### config.mk
export PLATFORM = sky130hd
export DESIGN_NAME = fetch_redirect_unit_flat
export DESIGN_NICKNAME = d
export VERILOG_FILES = /design/src/rtl/fetch_redirect_unit_if.sv /design/src/rtl/fetch_redirect_unit.sv /design/src/flat_wrapper.sv
export SDC_FILE = /design/constraint.sdc
export NUM_CORES = 1
export LEC_CHECK = 0
export ABC_AREA = 1
export CAP_MARGIN = 0
export CORE_ASPECT_RATIO = 0.6
export CORE_UTILIZATION = 47
export CTS_CLUSTER_DIAMETER = 80
export DETAILED_ROUTE_END_ITERATION = 8
export PLACE_DENSITY = 0.77
export SLEW_MARGIN = 20
export SYNTH_ARGS = -nofsm -noshare
export SYNTH_HDL_FRONTEND = slang
export SYNTH_SLANG_ARGS = --single-unit
### constraint.sdc
create_clock -name clock -period 1.95 [get_ports clock]
set_input_delay 0.39 -clock clock [delete_from_list [all_inputs] [get_ports clock]]
set_output_delay 0.39 -clock clock [all_outputs]
set_load 0.01 [all_outputs]
### src/rtl/fetch_redirect_unit_if.sv
// Fetch redirect bundle: branch-resolution inputs, fetch handshake and
// the PC/squash outputs of fetch_redirect_unit.
// Optional branch statistics ports are present when BRANCH_STATS_EN is defined.
interface fetch_redirect_unit_if #(
    parameter int XLEN  = 32,
    parameter int CNT_W = 3
);
    logic             fetch_fire;
    logic             branch_pending;
    logic             kill;
    logic             resolve;
    logic [XLEN-1:0]  branch_target;
    logic [XLEN-1:0]  proc2Imem_addr;
    logic             fetch_valid;
    logic             squash;
    logic [CNT_W-1:0] squash_count;
    logic [CNT_W-1:0] spec_count;
`ifdef BRANCH_STATS_EN
    logic [15:0]      taken_cnt;
    logic [15:0]      not_taken_cnt;
`endif

    // Environment side: drives fetch and branch-resolution inputs.
    modport master (
        output fetch_fire, branch_pending, kill, resolve, branch_target,
        input  proc2Imem_addr, fetch_valid, squash, squash_count, spec_count
`ifdef BRANCH_STATS_EN
        , input taken_cnt, not_taken_cnt
`endif
    );

    // Redirect unit side.
    modport slave (
        input  fetch_fire, branch_pending, kill, resolve, branch_target,
        output proc2Imem_addr, fetch_valid, squash, squash_count, spec_count
`ifdef BRANCH_STATS_EN
        , output taken_cnt, not_taken_cnt
`endif
    );
endinterface

### src/rtl/fetch_redirect_unit.sv
// fetch_redirect_unit: owns the fetch PC, limits speculative fetch past an
// unresolved branch to MAX_SPEC instructions, and on a taken branch (kill)
// redirects to the target and emits a one-cycle squash pulse carrying the
// number of wrong-path instructions to flush.
// Optional feature macro: BRANCH_STATS_EN (taken / not-taken event counters).
module fetch_redirect_unit #(
    parameter int              XLEN     = 32,
    parameter logic [XLEN-1:0] RESET_PC = {XLEN{1'b0}},
    parameter int              MAX_SPEC = 4,
    parameter int              CNT_W    = 3
) (
    input  logic clock,
    input  logic reset,
    fetch_redirect_unit_if.slave fr
);
    typedef enum logic [1:0] {
        ST_RUN    = 2'd0,
        ST_SPEC   = 2'd1,
        ST_SQUASH = 2'd2
    } state_t;

    localparam logic [XLEN-1:0]  PC_STEP    = XLEN'(3'd4);
    localparam logic [XLEN-1:0]  ALIGN_MASK = ~(XLEN'(2'b11));
    localparam logic [CNT_W-1:0] MAX_SPEC_C = CNT_W'(MAX_SPEC);

    state_t           state_r;
    logic [XLEN-1:0]  pc_r;
    logic [CNT_W-1:0] spec_count_r;
    logic             squash_r;
    logic [CNT_W-1:0] squash_count_r;
    logic             fetch_valid_s;
    logic             accept_s;
`ifdef BRANCH_STATS_EN
    logic [15:0]      taken_cnt_r;
    logic [15:0]      not_taken_cnt_r;
`endif

    // Fetch permission depends only on state and the speculative count.
    always_comb begin
        fetch_valid_s = 1'b0;
        case (state_r)
            ST_RUN: begin
                fetch_valid_s = 1'b1;
            end
            ST_SPEC: begin
                if (spec_count_r < MAX_SPEC_C) begin
                    fetch_valid_s = 1'b1;
                end else begin
                    fetch_valid_s = 1'b0;
                end
            end
            ST_SQUASH: begin
                fetch_valid_s = 1'b0;
            end
            default: begin
                fetch_valid_s = 1'b0;
            end
        endcase
    end

    assign accept_s = fr.fetch_fire & fetch_valid_s;

    // Redirect FSM: PC, speculative count and squash pulse.
    always_ff @(posedge clock) begin
        if (reset) begin
            state_r        <= ST_RUN;
            pc_r           <= RESET_PC;
            spec_count_r   <= {CNT_W{1'b0}};
            squash_r       <= 1'b0;
            squash_count_r <= {CNT_W{1'b0}};
        end else begin
            case (state_r)
                ST_RUN: begin
                    squash_r       <= 1'b0;
                    squash_count_r <= {CNT_W{1'b0}};
                    spec_count_r   <= {CNT_W{1'b0}};
                    // A fetch here is the branch itself or older: never counted.
                    if (accept_s) begin
                        pc_r <= pc_r + PC_STEP;
                    end
                    if (fr.branch_pending) begin
                        state_r <= ST_SPEC;
                    end
                end
                ST_SPEC: begin
                    if (fr.kill) begin
                        // Same-cycle fetch is wrong-path: dropped and flushed.
                        pc_r           <= fr.branch_target & ALIGN_MASK;
                        squash_count_r <= spec_count_r + {{(CNT_W-1){1'b0}}, accept_s};
                        squash_r       <= 1'b1;
                        state_r        <= ST_SQUASH;
                    end else if (fr.resolve) begin
                        if (accept_s) begin
                            pc_r <= pc_r + PC_STEP;
                        end
                        spec_count_r <= {CNT_W{1'b0}};
                        state_r      <= ST_RUN;
                    end else if (accept_s) begin
                        pc_r         <= pc_r + PC_STEP;
                        spec_count_r <= spec_count_r + {{(CNT_W-1){1'b0}}, 1'b1};
                    end
                end
                ST_SQUASH: begin
                    // One bubble cycle; a new pending branch is picked up in RUN.
                    squash_r       <= 1'b0;
                    squash_count_r <= {CNT_W{1'b0}};
                    spec_count_r   <= {CNT_W{1'b0}};
                    state_r        <= ST_RUN;
                end
                default: begin
                    squash_r       <= 1'b0;
                    squash_count_r <= {CNT_W{1'b0}};
                    spec_count_r   <= {CNT_W{1'b0}};
                    state_r        <= ST_RUN;
                end
            endcase
        end
    end

`ifdef BRANCH_STATS_EN
    // Saturating counters of branch outcomes seen while speculating.
    always_ff @(posedge clock) begin
        if (reset) begin
            taken_cnt_r     <= 16'h0000;
            not_taken_cnt_r <= 16'h0000;
        end else if (state_r == ST_SPEC) begin
            if (fr.kill) begin
                if (taken_cnt_r != 16'hFFFF) begin
                    taken_cnt_r <= taken_cnt_r + 16'd1;
                end
            end else if (fr.resolve) begin
                if (not_taken_cnt_r != 16'hFFFF) begin
                    not_taken_cnt_r <= not_taken_cnt_r + 16'd1;
                end
            end
        end
    end

    assign fr.taken_cnt     = taken_cnt_r;
    assign fr.not_taken_cnt = not_taken_cnt_r;
`endif

    assign fr.proc2Imem_addr = pc_r;
    assign fr.fetch_valid    = fetch_valid_s;
    assign fr.squash         = squash_r;
    assign fr.squash_count   = squash_count_r;
    assign fr.spec_count     = spec_count_r;
endmodule
### src/flat_wrapper.sv
// flat-port wrapper written by rule: the top's interface ports become plain ports
module fetch_redirect_unit_flat 
#(
    parameter int              XLEN     = 32,
    parameter logic [XLEN-1:0] RESET_PC = {XLEN{1'b0}},
    parameter int              MAX_SPEC = 4,
    parameter int              CNT_W    = 3
)
  (clock, reset, fr_fetch_fire, fr_branch_pending, fr_kill, fr_resolve, fr_branch_target, fr_proc2Imem_addr, fr_fetch_valid, fr_squash, fr_squash_count, fr_spec_count);
  fetch_redirect_unit_if #(.XLEN(XLEN), .CNT_W(CNT_W)) fr_i ();
  input  logic clock;
  input  logic reset;
  input wire logic [$bits(fr_i.fetch_fire)-1:0] fr_fetch_fire;
  input wire logic [$bits(fr_i.branch_pending)-1:0] fr_branch_pending;
  input wire logic [$bits(fr_i.kill)-1:0] fr_kill;
  input wire logic [$bits(fr_i.resolve)-1:0] fr_resolve;
  input wire logic [$bits(fr_i.branch_target)-1:0] fr_branch_target;
  output wire logic [$bits(fr_i.proc2Imem_addr)-1:0] fr_proc2Imem_addr;
  output wire logic [$bits(fr_i.fetch_valid)-1:0] fr_fetch_valid;
  output wire logic [$bits(fr_i.squash)-1:0] fr_squash;
  output wire logic [$bits(fr_i.squash_count)-1:0] fr_squash_count;
  output wire logic [$bits(fr_i.spec_count)-1:0] fr_spec_count;
  assign fr_i.fetch_fire = fr_fetch_fire;
  assign fr_i.branch_pending = fr_branch_pending;
  assign fr_i.kill = fr_kill;
  assign fr_i.resolve = fr_resolve;
  assign fr_i.branch_target = fr_branch_target;
  assign fr_proc2Imem_addr = fr_i.proc2Imem_addr;
  assign fr_fetch_valid = fr_i.fetch_valid;
  assign fr_squash = fr_i.squash;
  assign fr_squash_count = fr_i.squash_count;
  assign fr_spec_count = fr_i.spec_count;
  fetch_redirect_unit #(.XLEN(XLEN), .RESET_PC(RESET_PC), .MAX_SPEC(MAX_SPEC), .CNT_W(CNT_W)) u_core (.clock(clock), .reset(reset), .fr(fr_i));
endmodule
==> reports/metrics.cfg <==
[clock_network]
clk_path_buf_depth=2
postCtsSetupBuffers=0
tritoncts_clock_tree=done
worst_skew_pair.late_latency_ns=0.29
clock_tree.htree_level_count=2
cts_root_buffer=sky130_fd_sc_hd__clkbuf_8
tritoncts_buffers=5
cts.sinks=39
clkTransAtPathRegs_ns=0.08

[place]
gp_routability_congestion=0.922
placedInstanceArea_um2=3320
place_worst_setup_slack_ns=0.0829
detailed_place_hpwl_um=5320
io_buffer_count=73

[yosys]
yosys_warnings=0
synth-seq-cells=39
synth.avg_cell_area_um2=6.51
netlist_instances=382
async_s_r_ff_share_synth=0
synth.distinct_cells=33
synth-edff-count=0
sequential_element_share_of_the_synthesized_area=0.314
synthesized_area_um2=2490
synthFlopType=sky130_fd_sc_hd__dfxtp_1

[drt]
drt.antenna.violating_nets=0
vias=2697
drt_iter0_markers=203
drt_first_pass_iters=4
routedWlPerCell_um=12.9
route.detailed.vias_per_inst=5.11
routed_wirelength_um=6810
detail_route.drc_violations=0

[floorplanning]
rows=20
core-area_um2=5080
die_x_um=95.9
floorplan.die_area_um2=5600
die_height_um=58.4
i_o_pin_count=78
start_util=0.490

[setup_path]
critical_path_arrival_ns=1.51
crit_path_start_kind=register
worst_setup_path_startpoint=u_core.fr.spec_count[2]
critical_path_peak_fanout=5
rr_startpoint=u_core.fr.proc2Imem_addr[2]
worstReg2RegEnd=u_core.fr.proc2Imem_addr[18]
crit_path_end=fr_fetch_valid
criticalPathCategory=reg2out
reg2reg_depth=10
crit_required_ns=1.56
timing.critical_path.to_type=output port
reg2reg_slack_ns=0.16

[finish]
fillers=502
mostFrequentLayoutCell=sky130_fd_sc_hd__nand2_1
final_core_util=0.671
area_delta_synth_final_pct=37.0
final_net_count=503
antenna_cells_inserted=0
drive_above_1_share=0.0931
post-route-cell-area_um2=3410
most-common-layout-cells=80 x sky130_fd_sc_hd__nand2_1, 79 x sky130_fd_sc_hd__nor2_1, 73 x sky130_fd_sc_hd__clkdlybuf4s50_1

[sta]
fin_crit_ns=1.90
max_freq_mhz=527
report.final.setup_viol=0
grt_setup_unrepaired=false
report.final.slew_viol_count=0
timing.final.ws_setup_ns=0.0538
final.period_utilization=0.972
hold_viol_final=0
clock-skew-final_ns=0.00584
setup_tns_ns=0

[flow_run]
max_cap_violations=0

[global_routing]
grt_use_total=0.254
grt_pass1_wl_um=10900
antenna_violations_before_repair=0
overflow=0
number_of_global_route_vias_before_repair=2287
grt_start_max_net_pins=27

[worst_hold_path]
worst_hold_check_path_type=reg2reg

[pwr]
power_density_over_cell_area_nw_per_um2=527
ir_worst_vdd_uv=341
total_power_mw=1.80
leakagePower_nw=1.29

[status]
run_status=completed

[synthesized netlist by cell type, types with 5 or more instances]
| master | number | area, µm² |
|---|---|---|
| sky130_fd_sc_hd__nand2_1 | 80 | 300 |
| sky130_fd_sc_hd__nor2_1 | 79 | 297 |
| sky130_fd_sc_hd__dfxtp_1 | 39 | 781 |
| sky130_fd_sc_hd__inv_1 | 34 | 128 |
| sky130_fd_sc_hd__nand3_1 | 28 | 140 |
| sky130_fd_sc_hd__a21oi_1 | 17 | 85.1 |
| sky130_fd_sc_hd__nand4_1 | 16 | 100 |
| sky130_fd_sc_hd__xnor2_1 | 12 | 105 |
| sky130_fd_sc_hd__nor3_1 | 10 | 50.1 |
| sky130_fd_sc_hd__a211oi_1 | 7 | 52.6 |
| sky130_fd_sc_hd__o21ai_0 | 7 | 35.0 |
| sky130_fd_sc_hd__clkbuf_1 | 6 | 22.5 |
| sky130_fd_sc_hd__buf_2 | 5 | 25.0 |
[sequential cells by signal, summed over array words and instances (netlist names)]
name and flops:
u_core.fr.spec_count 3, u_core.fr.squash_count 3, u_core.fr.proc2Imem_addr 30, u_core.state_r 2, u_core.fr.squash 1
[critical path: stages (launching register included)]
cell and delay, ns:
sky130_fd_sc_hd__dfxtp_1 0.39, sky130_fd_sc_hd__a21oi_4 0.25, sky130_fd_sc_hd__clkdlybuf4s50_1 0.58
[routing by layer]
metal	share of wire	GRT usage	wire [µm]
met5	0	0	0
met4	0.0062	0.0384	42
met3	0.071	0.0426	484
met2	0.41	0.374	2780
met1	0.51	0.394	3500
[final cells by class]
cell class	instances	area [µm²]	share of cell area
multi-input combinational	293	1500	0.439
timing repair buffer	87	836	0.245
sequential	39	781	0.229
inverter	35	131	0.0385
tap	66	82.6	0.0242
clock buffer	5	68.8	0.0202
clock inverter	3	15.0	0.00440
[worst min path at each step]
stage | slack (ns) | endpoint | startpoint | cells after the start
global route | 0.50 | u_core.fr.squash_count[0] | u_core.fr.squash_count[0] | 2
CTS | 0.47 | u_core.fr.squash_count[0] | u_core.fr.squash_count[0] | 2
finish | 0.47 | u_core.fr.squash_count[0] | u_core.fr.squash_count[0] | 2
global placement | 0.45 | u_core.fr.squash_count[1] | u_core.fr.squash_count[1] | 2
floorplan | 0.48 | u_core.fr.squash_count[0] | u_core.fr.squash_count[0] | 2
detailed placement | 0.46 | u_core.fr.squash_count[0] | u_core.fr.squash_count[0] | 2
[report_power, final]
part	total, mW	switching [mW]	internal, mW
clock	0.539	0.294	0.245
sequential	0.897	0.0600	0.837
combinational	0.360	0.159	0.201
[cell families after synthesis]
group,share of synthesized area
AND/OR/NAND/NOR,0.435
AO/OA/AOI/OAI,0.0880
XOR/XNOR,0.0528
adder cells (fa/ha/maj),0.0201
other,0.00151
flip-flops,0.314
buffers and inverters,0.0890
[through the flow]
stage / hold slack (ns) / instances
2_1_floorplan: 0.484 / 383
3_5_place_dp: 0.457 / 520
3_3_place_gp: 0.451 / 520
5_1_grt: 0.499 / 528
6_report: 0.466 / 528
4_1_cts: 0.471 / 528
[repair_timing]
action	4_1_cts	5_1_grt
hold buffers	0	0
hold endpoints to repair	0	0
resized for setup	0	1
setup endpoints to repair	0	2
Power figures use the tool's default switching activity.
